### src/rtl/mem_lsu_initiator_if.sv
// Pipeline-side load/store channel and memory request/response channel of the LSU initiator.
// master = the initiator, slave = the pipeline plus memory that face it.
interface mem_lsu_initiator_if #(
  parameter int ADDR_BITS      = 32,
  parameter int DATA_BITS      = 32,
  parameter int WORD_ADDR_BITS = ADDR_BITS - 2
);
  logic                      lsu_req_valid;
  logic                      lsu_req_ready;
  logic                      lsu_req_store;
  logic [2:0]                lsu_req_funct3;
  logic [ADDR_BITS-1:0]      lsu_req_addr;
  logic [DATA_BITS-1:0]      lsu_req_wdata;
  logic                      lsu_resp_valid;
  logic [DATA_BITS-1:0]      lsu_resp_data;
  logic                      lsu_resp_err;

  logic                      mem_req_valid;
  logic                      mem_req_ready;
  logic [WORD_ADDR_BITS-1:0] mem_req_addr;
  logic [DATA_BITS-1:0]      mem_req_data;
  logic [3:0]                mem_req_write;
  logic                      mem_resp_valid;
  logic [DATA_BITS-1:0]      mem_resp_data;

  modport master (
    input  lsu_req_valid, lsu_req_store, lsu_req_funct3, lsu_req_addr, lsu_req_wdata,
    input  mem_req_ready, mem_resp_valid, mem_resp_data,
    output lsu_req_ready, lsu_resp_valid, lsu_resp_data, lsu_resp_err,
    output mem_req_valid, mem_req_addr, mem_req_data, mem_req_write
  );

  modport slave (
    output lsu_req_valid, lsu_req_store, lsu_req_funct3, lsu_req_addr, lsu_req_wdata,
    output mem_req_ready, mem_resp_valid, mem_resp_data,
    input  lsu_req_ready, lsu_resp_valid, lsu_resp_data, lsu_resp_err,
    input  mem_req_valid, mem_req_addr, mem_req_data, mem_req_write
  );
endinterface

### src/rtl/mem_lsu_initiator.sv
// CPU-side load/store requester for a single-ported word memory: byte-lane alignment,
// load extension, misalignment and response-timeout errors, one request in flight.
module mem_lsu_initiator #(
  parameter int ADDR_BITS      = 32,
  parameter int DATA_BITS      = 32,
  parameter int WORD_ADDR_BITS = ADDR_BITS - 2,
  parameter int TIMEOUT        = 15
) (
  input  logic                clk,
  input  logic                reset,
  mem_lsu_initiator_if.master bus
);

  localparam logic [1:0] IDLE  = 2'd0;
  localparam logic [1:0] ISSUE = 2'd1;
  localparam logic [1:0] WAIT  = 2'd2;

  localparam logic [2:0] F_B  = 3'b000;
  localparam logic [2:0] F_H  = 3'b001;
  localparam logic [2:0] F_W  = 3'b010;
  localparam logic [2:0] F_BU = 3'b100;
  localparam logic [2:0] F_HU = 3'b101;

  localparam int              CNT_W    = $clog2(TIMEOUT) + 1;
  localparam logic [CNT_W-1:0] CNT_LAST = CNT_W'(TIMEOUT - 1);

  logic [1:0]                state;
  logic [CNT_W-1:0]          cnt;
  logic                      store_q;
  logic [2:0]                funct3_q;
  logic [1:0]                lane_q;
  logic [WORD_ADDR_BITS-1:0] mem_addr_q;
  logic [DATA_BITS-1:0]      mem_data_q;
  logic [3:0]                mem_mask_q;
  logic                      resp_valid_q;
  logic                      resp_err_q;
  logic [DATA_BITS-1:0]      resp_data_q;

  logic                      req_ok;
  logic [3:0]                req_mask;
  logic [DATA_BITS-1:0]      req_data;
  logic [DATA_BITS-1:0]      shifted;
  logic [DATA_BITS-1:0]      load_data;
  logic [1:0]                req_lane;

  assign req_lane = bus.lsu_req_addr[1:0];

  // Request decode: alignment check, byte mask and lane-replicated store data.
  // NOTE: every always_comb output gets a default first so no path leaves it unassigned (no latch).
  always_comb begin
    req_ok   = 1'b0;
    req_mask = 4'b0000;
    req_data = '0;
    case (bus.lsu_req_funct3)
      F_B: begin
        req_ok   = 1'b1;
        req_mask = 4'b0001 << req_lane;
        req_data = {(DATA_BITS/8){bus.lsu_req_wdata[7:0]}};
      end
      F_H: begin
        req_ok   = ~req_lane[0];
        req_mask = 4'b0011 << req_lane;
        req_data = {(DATA_BITS/16){bus.lsu_req_wdata[15:0]}};
      end
      F_W: begin
        req_ok   = (req_lane == 2'b00);
        req_mask = 4'b1111;
        req_data = bus.lsu_req_wdata;
      end
      // Unsigned widths exist only for loads; a store with these codes is rejected.
      F_BU:    req_ok = ~bus.lsu_req_store;
      F_HU:    req_ok = ~bus.lsu_req_store & ~req_lane[0];
      default: req_ok = 1'b0;
    endcase
    if (!bus.lsu_req_store) begin
      req_mask = 4'b0000;
      req_data = '0;
    end
  end

  always_comb begin
    shifted   = bus.mem_resp_data >> {lane_q, 3'b000};
    load_data = '0;
    case (funct3_q)
      F_B:     load_data = {{(DATA_BITS-8){shifted[7]}}, shifted[7:0]};
      F_BU:    load_data = {{(DATA_BITS-8){1'b0}}, shifted[7:0]};
      F_H:     load_data = {{(DATA_BITS-16){shifted[15]}}, shifted[15:0]};
      F_HU:    load_data = {{(DATA_BITS-16){1'b0}}, shifted[15:0]};
      F_W:     load_data = shifted;
      default: load_data = '0;
    endcase
  end

  // NOTE: sequential state uses non-blocking assignments so every register samples pre-edge values.
  always_ff @(posedge clk or negedge reset) begin
    if (!reset) begin
      state        <= IDLE;
      cnt          <= '0;
      store_q      <= 1'b0;
      funct3_q     <= 3'b000;
      lane_q       <= 2'b00;
      mem_addr_q   <= '0;
      mem_data_q   <= '0;
      mem_mask_q   <= 4'b0000;
      resp_valid_q <= 1'b0;
      resp_err_q   <= 1'b0;
      resp_data_q  <= '0;
    end else begin
      resp_valid_q <= 1'b0;
      resp_err_q   <= 1'b0;
      resp_data_q  <= '0;
      case (state)
        IDLE: begin
          if (bus.lsu_req_valid) begin
            store_q    <= bus.lsu_req_store;
            funct3_q   <= bus.lsu_req_funct3;
            lane_q     <= req_lane;
            mem_addr_q <= bus.lsu_req_addr[ADDR_BITS-1:2];
            mem_data_q <= req_data;
            mem_mask_q <= req_mask;
            if (req_ok) begin
              state <= ISSUE;
            end else begin
              resp_valid_q <= 1'b1;
              resp_err_q   <= 1'b1;
            end
          end
        end
        ISSUE: begin
          if (bus.mem_req_ready) begin
            if (store_q) begin
              state        <= IDLE;
              resp_valid_q <= 1'b1;
            end else begin
              state <= WAIT;
              cnt   <= '0;
            end
          end
        end
        WAIT: begin
          // A response arriving in the expiry cycle still completes the load.
          if (bus.mem_resp_valid) begin
            state        <= IDLE;
            resp_valid_q <= 1'b1;
            resp_data_q  <= load_data;
          end else if (cnt == CNT_LAST) begin
            state        <= IDLE;
            resp_valid_q <= 1'b1;
            resp_err_q   <= 1'b1;
          end else begin
            cnt <= cnt + CNT_W'(1);
          end
        end
        default: state <= IDLE;
      endcase
    end
  end

  assign bus.lsu_req_ready  = (state == IDLE);
  assign bus.mem_req_valid  = (state == ISSUE);
  assign bus.mem_req_addr   = mem_addr_q;
  assign bus.mem_req_data   = mem_data_q;
  assign bus.mem_req_write  = mem_mask_q;
  assign bus.lsu_resp_valid = resp_valid_q;
  assign bus.lsu_resp_err   = resp_err_q;
  assign bus.lsu_resp_data  = resp_data_q;

endmodule

### src/flat_wrapper.sv
// flat-port wrapper written by rule: the top's interface ports become plain ports
module mem_lsu_initiator_flat 
#(
  parameter int ADDR_BITS      = 32,
  parameter int DATA_BITS      = 32,
  parameter int WORD_ADDR_BITS = ADDR_BITS - 2,
  parameter int TIMEOUT        = 15
)
  (clk, reset, bus_lsu_req_valid, bus_lsu_req_store, bus_lsu_req_funct3, bus_lsu_req_addr, bus_lsu_req_wdata, bus_mem_req_ready, bus_mem_resp_valid, bus_mem_resp_data, bus_lsu_req_ready, bus_lsu_resp_valid, bus_lsu_resp_data, bus_lsu_resp_err, bus_mem_req_valid, bus_mem_req_addr, bus_mem_req_data, bus_mem_req_write);
  mem_lsu_initiator_if #(.ADDR_BITS(ADDR_BITS), .DATA_BITS(DATA_BITS), .WORD_ADDR_BITS(WORD_ADDR_BITS)) bus_i ();
  input  logic clk;
  input  logic reset;
  input wire logic [$bits(bus_i.lsu_req_valid)-1:0] bus_lsu_req_valid;
  input wire logic [$bits(bus_i.lsu_req_store)-1:0] bus_lsu_req_store;
  input wire logic [$bits(bus_i.lsu_req_funct3)-1:0] bus_lsu_req_funct3;
  input wire logic [$bits(bus_i.lsu_req_addr)-1:0] bus_lsu_req_addr;
  input wire logic [$bits(bus_i.lsu_req_wdata)-1:0] bus_lsu_req_wdata;
  input wire logic [$bits(bus_i.mem_req_ready)-1:0] bus_mem_req_ready;
  input wire logic [$bits(bus_i.mem_resp_valid)-1:0] bus_mem_resp_valid;
  input wire logic [$bits(bus_i.mem_resp_data)-1:0] bus_mem_resp_data;
  output wire logic [$bits(bus_i.lsu_req_ready)-1:0] bus_lsu_req_ready;
  output wire logic [$bits(bus_i.lsu_resp_valid)-1:0] bus_lsu_resp_valid;
  output wire logic [$bits(bus_i.lsu_resp_data)-1:0] bus_lsu_resp_data;
  output wire logic [$bits(bus_i.lsu_resp_err)-1:0] bus_lsu_resp_err;
  output wire logic [$bits(bus_i.mem_req_valid)-1:0] bus_mem_req_valid;
  output wire logic [$bits(bus_i.mem_req_addr)-1:0] bus_mem_req_addr;
  output wire logic [$bits(bus_i.mem_req_data)-1:0] bus_mem_req_data;
  output wire logic [$bits(bus_i.mem_req_write)-1:0] bus_mem_req_write;
  assign bus_i.lsu_req_valid = bus_lsu_req_valid;
  assign bus_i.lsu_req_store = bus_lsu_req_store;
  assign bus_i.lsu_req_funct3 = bus_lsu_req_funct3;
  assign bus_i.lsu_req_addr = bus_lsu_req_addr;
  assign bus_i.lsu_req_wdata = bus_lsu_req_wdata;
  assign bus_i.mem_req_ready = bus_mem_req_ready;
  assign bus_i.mem_resp_valid = bus_mem_resp_valid;
  assign bus_i.mem_resp_data = bus_mem_resp_data;
  assign bus_lsu_req_ready = bus_i.lsu_req_ready;
  assign bus_lsu_resp_valid = bus_i.lsu_resp_valid;
  assign bus_lsu_resp_data = bus_i.lsu_resp_data;
  assign bus_lsu_resp_err = bus_i.lsu_resp_err;
  assign bus_mem_req_valid = bus_i.mem_req_valid;
  assign bus_mem_req_addr = bus_i.mem_req_addr;
  assign bus_mem_req_data = bus_i.mem_req_data;
  assign bus_mem_req_write = bus_i.mem_req_write;
  mem_lsu_initiator #(.ADDR_BITS(ADDR_BITS), .DATA_BITS(DATA_BITS), .WORD_ADDR_BITS(WORD_ADDR_BITS), .TIMEOUT(TIMEOUT)) u_core (.clk(clk), .reset(reset), .bus(bus_i));
endmodule
### config.mk
export PLATFORM = sky130hd
export DESIGN_NAME = mem_lsu_initiator_flat
export DESIGN_NICKNAME = d
export VERILOG_FILES = /design/src/rtl/mem_lsu_initiator_if.sv /design/src/rtl/mem_lsu_initiator.sv /design/src/flat_wrapper.sv
export SDC_FILE = /design/constraint.sdc
export NUM_CORES = 1
export LEC_CHECK = 0
export CORE_UTILIZATION = 37
export CTS_CLUSTER_SIZE = 40
export DETAILED_ROUTE_END_ITERATION = 16
export PLACE_DENSITY = 0.82
export SYNTH_ARGS = -nofsm -noshare
export SYNTH_HDL_FRONTEND = slang
export SYNTH_SLANG_ARGS = --single-unit
### constraint.sdc
create_clock -name clk -period 2.12 [get_ports clk]
set_clock_uncertainty 0.1 [all_clocks]
set_input_delay 0.424 -clock clk [delete_from_list [all_inputs] [get_ports clk]]
set_output_delay 0.424 -clock clk [all_outputs]
set_load 0.02 [all_outputs]
==> results.py, run 1 <==
metrics = {
    "clock_tree": {
        "tritoncts": "built",
        "clock_latency_ps": 410,
        "clk_pin_slew_ps": 50,
        "numClockSinks": 113,
        "htreeDepth": 4,
        "numCtsBuffers": 17,
        "clockRootBuffer": "clkbuf_16",
        "postCtsSetupRepairBufs": 0,
        "clk_path_buf_depth": 2,
    },
    "worst_setup_path": {
        "critPathRequiredTime_ps": 1600,
        "worst_setup_path_end_kind": "output pin",
        "r2r_end": "u_core.bus.lsu_resp_data[10]",
        "crit_path_max_incr_delay_ps": 440,
        "crit_arrival_ps": 1460,
        "path_max_fanout": 7,
        "r2r_slack_ps": 230,
        "reg2reg_depth": 4,
        "crit_chain": "nor2b_1, dlygate4sd2_1",
        "cp_slowest_cell": "dfrtp_1",
        "cp-start-kind": "register",
        "cp_num_buf_inv": 1,
        "worstReg2RegStart": "u_core.funct3_q[0]",
        "crit_family": "flip-flops",
        "criticalPathCategory": "reg -> out",
    },
    "floorplanning": {
        "die_area_mm2": 0.01412,
        "coreArea_mm2": 0.01330,
        "num_rows": 42,
        "dieHeight_um": 118.8,
        "io_pins": 207,
        "die_x_um": 118.8,
        "initial_utilization": 0.3797,
    },
    "detailed_routing": {
        "antenna_left": 0,
        "drc_errors": 0,
        "drt_iter0_drc": 275,
        "vias": 4382,
        "drt_wl_total_um": 14850,
        "drtPass1Iterations": 5,
        "wl_per_cell_um": 17.47,
        "viasPerCell": 5.155,
    },
    "run_status": {
        "status": "complete, no violations",
    },
    "timing": {
        "setup_violations": 0,
        "worst_pin_slew_ps": 561.2,
        "rsz0062_at_grt": "false",
        "min_period_over_period": 0.9378,
        "max-slew-margin-rel": 0.6152,
        "slew_viol_final": 0,
        "max_freq_mhz": 503.0,
        "period_needed_ps": 1988,
        "hold_viol": 0,
        "tns_ps": 0,
    },
    "global_route": {
        "grt_max_degree": 55,
        "grt_remaining_overflow": 0,
        "antenna_found_initial": 0,
        "track_usage": 0.2199,
        "grt_pass1_vias": 4607,
        "grt_pass1_wl_um": 23850,
    },
    "yosys": {
        "ys_warn_count": 0,
        "synth_edf_count": 0,
        "syn_inst": 439,
        "yosysMostFrequentCell": "dfrtp_1",
        "syn_nets": 546,
        "ys_top_cells_by_area": "dfrtp_1 56%, mux2_2 6.5%, mux2i_1 5.9%, a22o_1 3.3%, nand2_1 3.2%",
        "synth_common_cells": "113 x dfrtp_1, 43 x nand2_1, 31 x o21ai_1",
        "synth_top_area_share": 0.5601,
        "synth_area_mm2": 0.005049,
        "ys.flop_type": "dfrtp_1",
        "yosys.cell_types.count": 42,
        "async_reset_ff_frac": 1.000,
        "synth_area_leader_cell": "dfrtp_1",
        "syn_area_per_cell_um2": 11.50,
        "yosysSeqAreaShare": 0.5601,
        "synth-seq-cells": 113,
    },
    "final_layout": {
        "final_core_util": 0.6095,
        "drive_gt1_frac": 0.1454,
        "diodes": 0,
        "layout.nets": 768,
        "syn_to_final_growth_pct": 60.52,
    },
    "placed_design": {
        "numPortBuffers": 206,
        "gp_congestion": 0.9318,
        "hpwlAfterDp_um": 10990,
    },
    "hold_path": {
        "hold_class": "reg -> reg",
        "min_to": "u_core.bus.mem_req_data[30]",
        "worstHoldStart": "u_core.bus.mem_req_data[30]",
        "min_path_cells": 2,
    },
    "flow_run": {
        "maxCapViolations": 0,
    },
    "power_and_ir_drop": {
        "ir_worst_vdd_mv": 0.5492,
        "p_leak_nw": 3.566,
        "powerDensity_mw_per_mm2": 959.9,
    },
}
worst min-delay path, stage by stage, from the launching register on:
cell and delay, ps:
dfrtp_1 340, nand2_1 50, o21ai_1 60
worst max-delay path by stage:
stage                          startpoint                      endpoint  slack (ps)  depth (start not counted)
detailed placement  bus_mem_resp_data[31]   u_core.bus.lsu_resp_data[9]         -50                          5
CTS                       u_core.state[0]             bus_mem_req_valid         110                          2
global route              u_core.state[0]             bus_lsu_req_ready          60                          2
finish                    u_core.state[0]             bus_mem_req_valid         130                          2
floorplan                 u_core.state[1]   u_core.bus.mem_req_data[10]         240                          5
global placement    bus_mem_resp_data[31]  u_core.bus.lsu_resp_data[11]          10                          5
sequential cells by signal (all words and copies together) (netlist names):
| register | flops |
|---|---|
| u_core.bus.mem_req_data | 32 |
| u_core.lane_q | 2 |
| u_core.bus.lsu_resp_valid | 1 |
| u_core.bus.lsu_resp_err | 1 |
| u_core.bus.mem_req_addr | 30 |
| u_core.state | 2 |
| u_core.bus.lsu_resp_data | 32 |
| u_core.store_q | 1 |
| u_core.funct3_q | 3 |
| u_core.bus.mem_req_write | 4 |
| u_core.cnt | 5 |
layout by cell type, fill, tap and decap left out, types with 3 or more instances in the layout:
cell type	netlist	final
a211oi_1	14	14
a21o_1	9	9
a21oi_1	12	12
a21oi_2	8	8
a22o_1	19	19
a22oi_1	8	8
and2_1	7	7
buf_12	0	6
buf_4	0	19
bufinv_16	0	5
clkbuf_16	0	17
clkdlybuf4s50_1	0	203
clkinv_2	0	5
dfrtp_1	113	113
inv_1	6	6
mux2_1	7	7
mux2_2	29	29
mux2i_1	30	30
nand2_1	43	42
nand2b_1	4	4
nand3_1	3	3
nand3b_1	3	3
nor2_1	23	23
nor2b_1	9	9
o21ai_0	5	5
o21ai_1	31	31
o22ai_1	3	3
xor2_1	3	3
through the flow:
stage	setup WS [ps]	power, mW	instance area, um2	hold slack (ps)	instances
floorplan	237.5	3.709	5049	28.41	439
global placement	13.07	4.650	7452	284.9	817
detailed placement	-51.77	4.712	7452	286.5	817
CTS	113.2	7.848	8104	390.8	850
global route	57.29	8.108	8104	411.9	850
finish	131.9	7.779	8104	388.3	850
kinds of logic after synthesis:
group	share of synthesized area
XOR/XNOR	0.005205
AO/OA/AOI/OAI	0.1599
AND/OR/NAND/NOR	0.09739
buffers and inverters	0.03271
flip-flops	0.5601
multiplexers	0.1398
adder cells (fa/ha/maj)	0.004956
power breakdown:
part	total, mW	leakage, nW	switching, mW	internal [mW]
Clock	3.11	0.321	0.971	2.14
Sequential	2.63	1.48	0.192	2.44
Combinational	2.04	1.77	1.03	1.01
Total	7.78	3.57	2.19	5.59
layer usage:
metal / vias to the layer above / global-route usage / wire (um)
met5: - / 0 / 0
met2: 222 / 0.3732 / 7254
met3: 34 / 0.07232 / 1317
met1: 2118 / 0.2489 / 5780
met4: 0 / 0.1060 / 499
li1: 2008 / - / -
layout make-up:
class	instances	area, um2
repair buffers	231	2322
multi-input cells	291	2063
clock inverters	11	183.9
flip-flops and latches	113	2828
fillers	1058	5191
clock buffers	21	460.4
well taps	176	220.2
inverters	7	26.28
timing repair:
action                                 4_1_cts  5_1_grt
hold buffers                                 1        0
setup endpoints to repair                    2        0
endpoints found under the hold margin       29        0
resized for setup                            2        0
Note: power is estimated with default switching activity, not from simulation.
==> inputs of run 2 (changes only) <==
Settings changed: CORE_UTILIZATION 37 to 43, PLACE_DENSITY 0.82 to 0.91.
==> results.py, run 2 (synthesis results as in run 1) <==
metrics = {
    "final_layout": {
        "final_cells": 816,
        "final_area_mm2": 0.008043,
        "layout.nets": 767,
        "drive_gt1_frac": 0.1441,
        "diodes": 0,
        "syn_to_final_growth_pct": 59.31,
        "mostFrequentLayoutCells": "203 x clkdlybuf4s50_1, 113 x dfrtp_1, 42 x nand2_1, 31 x o21ai_1, 30 x mux2i_1",
        "final_core_util": 0.7044,
        "layout_commonest_cell": "clkdlybuf4s50_1",
    },
    "power_and_ir_drop": {
        "clkPwrFrac": 0.388,
        "swShare": 0.2909,
        "power_mw": 7.657,
        "p_comb_frac": 0.268,
        "ir_worst_vdd_mv": 0.5212,
        "p_leak_nw": 3.535,
        "seq_power_share": 0.344,
        "power.switching_mw": 2.227,
        "powerDensity_mw_per_mm2": 952.0,
        "p_int_mw": 5.430,
    },
    "timing": {
        "period_needed_ps": 2000,
        "slew_viol_final": 0,
        "max_freq_mhz": 500.0,
        "rsz0062_at_grt": "false",
        "hold_viol": 0,
        "timing.final.ws_setup_ps": 119.9,
        "min_period_over_period": 0.9434,
        "setup_violations": 0,
        "worst_pin_slew_ps": 554.8,
        "max-slew-margin-rel": 0.6196,
    },
    "detailed_routing": {
        "drt_wl_total_um": 14840,
        "antenna_left": 0,
        "drc_errors": 0,
        "wl_per_cell_um": 18.18,
        "viasPerCell": 5.337,
        "drt_iter0_drc": 201,
        "vias": 4355,
        "drtPass1Iterations": 4,
    },
    "clock_tree": {
        "clockRootBuffer": "clkbuf_16",
        "numClockSinks": 113,
        "clk_pin_slew_ps": 60,
        "clock_latency_ps": 400,
        "numCtsBuffers": 17,
        "clk_path_buf_depth": 2,
        "htreeDepth": 4,
        "tritoncts": "built",
        "postCtsSetupRepairBufs": 0,
    },
    "run_status": {
        "status": "complete, no violations",
    },
    "global_route": {
        "gr-max-usage-layer": "met2",
        "grt_pass1_vias": 4593,
        "met1_usage": 0.2909,
        "antenna_found_initial": 0,
        "grt_remaining_overflow": 0,
        "track_usage": 0.2505,
        "grt_pass1_wl_um": 22720,
        "met2_usage": 0.4246,
        "use_met3": 0.07349,
        "grt_max_degree": 46,
    },
    "floorplanning": {
        "num_rows": 39,
        "initial_utilization": 0.4421,
        "coreArea_mm2": 0.01142,
        "dieHeight_um": 110.4,
        "die_x_um": 110.4,
        "io_pins": 207,
        "die_area_mm2": 0.01218,
    },
    "worst_setup_path": {
        "crit_arrival_ps": 1480,
        "crit_path_max_incr_delay_ps": 440,
        "critPathRequiredTime_ps": 1600,
        "crit_chain": "nor2_1, dlygate4sd2_1",
        "cp_slowest_cell": "dfrtp_1",
        "criticalPathCategory": "reg -> out",
        "cp-start-kind": "register",
        "cp_num_buf_inv": 1,
        "crit_family": "flip-flops",
        "path_max_fanout": 6,
        "worst_setup_path_end_kind": "output pin",
    },
    "placed_design": {
        "hpwlAfterDp_um": 10960,
        "placed_cells": 783,
        "gp_congestion": 0.9055,
        "postPlaceCellArea_mm2": 0.007416,
        "dpl_worst_slack_ps": -110.5,
        "numPortBuffers": 206,
    },
    "hold_path": {
        "hold_class": "reg -> reg",
    },
    "flow_run": {
        "maxCapViolations": 0,
    },
}
[run 2: cell types whose count changed in the layout (fill, tap and decap cells not counted), sizes merged]
cell | before | now
clkbuf | 21 | 19
buf | 25 | 24
bufinv | 5 | 4
clkinvlp | 0 | 4
inv | 7 | 8
clkinv | 6 | 4
[run 2: power by group through the flow]
stage	sequential [mW]	clock (mW)	combinational, mW
2_1_floorplan	2.90	0	0.807
3_3_place_gp	2.65	0	2.00
3_5_place_dp	2.67	0	2.06
4_1_cts	2.63	3.01	2.06
5_1_grt	2.67	3.11	2.19
6_report	2.63	2.97	2.05
[run 2: path summary, 6_finish.rpt]
kind                                                  start  cells past startpoint  slack, ps                           end
max in group asynchronous                             reset                      3        870  u_core.bus.lsu_resp_data[18]
worst max register to register           u_core.funct3_q[0]                      4        260  u_core.bus.lsu_resp_data[13]
worst max-delay path                        u_core.state[1]                      2        120             bus_lsu_req_ready
min in group asynchronous                             reset                      2        440  u_core.bus.lsu_resp_data[24]
worst min register to register  u_core.bus.mem_req_data[26]                      2        380   u_core.bus.mem_req_data[26]
worst min-delay path            u_core.bus.mem_req_data[26]                      2        380   u_core.bus.mem_req_data[26]
[run 2: repair_timing]
item,in CTS,in global routing
hold buffers,1,0
resized for setup,2,0
hold endpoints to repair,34,0
setup endpoints to repair,2,0
[run 2: tightest hold or removal path, stage by stage (launching register included)]
cell and delay (ps):
dfrtp_1 340, nand2_1 50, o21ai_1 60
[run 2: area by class of cell]
cell class                      instances  area (um2)
Clock buffer                           19       432.9
Clock inverter                         13       186.4
Fill cell                             861        3376
Inverter                                7       26.28
Multi-Input combinational cell        291        2063
Sequential cell                       113        2828
Tap cell                              143       178.9
Timing Repair Buffer                  230        2327
[run 2: stage by stage]
stage / hold slack [ps] / TNS [ps]
final: 384.5 / 0
after global routing: 411.7 / 0
after CTS: 387.5 / 0
after detailed placement: 331.9 / -764.5
after global placement: 322.1 / -42.63
after floorplan: 28.41 / 0
[run 2: per-layer routing]
| metal | part of all wire | up-vias | routed length [um] |
|---|---|---|---|
| met1 | 0.39 | 2119 | 5811 |
| met4 | 0.023 | 0 | 339 |
| li1 | - | 2005 | - |
| met3 | 0.082 | 25 | 1221 |
| met5 | 0 | - | 0 |
| met2 | 0.50 | 206 | 7462 |
==> RTL change (flow settings as in run 1) <==
Reset style: synchronous (`reset`), changed in one clocked block.
--- a/src/rtl/mem_lsu_initiator.sv
+++ b/src/rtl/mem_lsu_initiator.sv
@@ -92,7 +92,7 @@
   end
 
   // NOTE: sequential state uses non-blocking assignments so every register samples pre-edge values.
-  always_ff @(posedge clk or negedge reset) begin
+  always_ff @(posedge clk) begin
     if (!reset) begin
       state        <= IDLE;
       cnt          <= '0;
Formal check against the unedited RTL: differs if reset is asserted again (counterexample within 4 cycles, from zero or initial values and one cycle with reset low); with reset held inactive, the same outputs for 4 cycles.
==> RTL change against run 1 <==
Design area shrank 3.8%. Count of clock-buffer cells in the layout grew 1. Sequential share of layout area shrank 5.9 points. Utilization grew 0.83 points. Setup slack lost 1.9 ps. Sequential cell count is the same. Wire length grew 5.5%. Area after synthesis shrank 5.3%. Critical endpoint is now bus_mem_req_data[15].
Power is not compared: it rests on default switching activity, and its combinational part moved more than twofold at a synthesized area within 25%.
==> RTL change: results (changes against run 1) <==
outcome completed; placed wire-length estimate after detailed placement 11400 um (+4.2%); fill count 1089 (+2.9%); Layout Nets 879 (+14%); proportion of synthesized flip-flops having asynchronous set or reset 0 (-1.00); Leak Pwr 2.95 nW; IO buf count 206 (unchanged); cell chosen for the clock root sky130_fd_sc_hd__clkbuf_16; Final GP Congestion 0.874 (-6.3%); vias in the first global route 4968 (+7.8%); library cells used by synthesis 44 (+4.8%); fraction of layout cells with a size suffix above 1 0.0943 (-0.0511); antenna violations before repair 0 (unchanged); number of antenna diodes 0 (unchanged); Post-Synthesis Net Count 664 (+22%); sequential area share after synthesis 0.473 (-0.0872); routed vias/inst 5.21 (+1.0%); met3 capacity usage during global routing 0.0962 (+0.0239); Inserted Clock Buffers 17 (unchanged); routed wl met2 7780 um (+7.2%); fraction of met2 tracks used by global routing 0.414 (+0.0412); adder-cell share of the synthesized area 0.00523 (+0.000275); Yosys warnings 0 (unchanged); compound-gate portion of the synthesized area 0.194 (+0.0340); pin count of the biggest net entering global routing 54 (-1.8%); top cells by area, synth sky130_fd_sc_hd__dfxtp_1, sky130_fd_sc_hd__nand2_1, sky130_fd_sc_hd__mux2i_1; gr usage total 0.234 (+0.0145); number of buffers on the longest clock path 2 (unchanged); Post-Synth XOR/XNOR Area 0.00549 (+0.000289); slowest cell on the critical path sky130_fd_sc_hd__clkdlybuf4s50_1; amount of wire on met3 after detailed routing 1520 um (+15%); wire length of the first global-routing pass 23800 um (about the same); met1 track utilization from global routing 0.243 (-0.00640); slew at the pin with the worst max-slew slack 732 ps (+171 ps); clock network latency to the later pin of the worst-skew pair 410 ps (about the same); number of failing setup endpoints in the final timing report 0 (unchanged); commonest cells in the netlist sky130_fd_sc_hd__dfxtp_1, sky130_fd_sc_hd__nand2_1, sky130_fd_sc_hd__nor2_1; crit-path max cell delay 660 ps (+220 ps); Max H-tree Level 4 (unchanged); WP data arrival 1470 ps; drt first-iter violations 440 (+60%); top layer used by detailed routing met4; worst IR drop on VDD 481 uV; met1 routed wirelength after detailed routing 5970 um (+3.3%); wirelength, routed 15700 um (+5.5%); Crit path max-delay family buffers and inverters; detailed-router iteration count before antenna repair 5 (unchanged); critical-path maximum fanout 2 (-5); share of cell area taken by muxes after synthesis 0.0824 (-0.0574); worst hold path class register to register; clock-pin slew of the registers on the worst-case setup and hold paths 50 ps (about the same)
==> RTL change: report_power, final <==
group          internal, mW  total, mW  switching [mW]
registers              2.19       2.23          0.0435
logic                 0.453      0.880           0.428
clock network          1.84       2.81           0.974
==> RTL change: worst paths after layout <==
check / start / to / slack, ps / cells past startpoint
min: u_core.bus.mem_req_addr[16] / u_core.bus.mem_req_addr[16] / 360 / 2
max reg2reg: u_core.cnt[0] / u_core.cnt[1] / 240 / 6
min reg2reg: u_core.bus.mem_req_addr[16] / u_core.bus.mem_req_addr[16] / 360 / 2
max: u_core.bus.mem_req_data[15] / bus_mem_req_data[15] / 130 / 1
==> RTL change: area by class of cell <==
class	instances	area (sq um)	share of cell area
flip-flops and latches	113	2260	0.290
clock inverters	10	108	0.0138
repair buffers	240	2390	0.307
inverters	4	15.0	0.00193
well taps	172	215	0.0276
clock buffers	22	484	0.0621
multi-input cells	396	2320	0.297
==> RTL change: stage by stage <==
| stage | util | std cells | setup WS (ps) | area (sq um) |
|---|---|---|---|---|
| 2_1_floorplan | - | 557 | 360 | 4780 |
| 3_3_place_gp | 0.571 | 925 | -160 | 7200 |
| 3_5_place_dp | 0.571 | 925 | -235 | 7200 |
| 4_1_cts | 0.618 | 957 | 44.3 | 7790 |
| 5_1_grt | 0.618 | 957 | 63.0 | 7800 |
| 6_report | 0.618 | 957 | 130 | 7800 |
==> RTL change: repair_timing <==
action	in CTS	in global routing
resized for setup	1	1
endpoints found under the setup margin	1	1
setup buffers	0	0
==> RTL change: kinds of logic (layout without fill, tap and decap cells) <==
logic type,Yosys count,in the layout
simple gates,205,205
compound gates,147,147
flops,113,113
buf+inv,48,276
mux,39,39
xor+xnor,3,3
fa+ha+maj,2,2
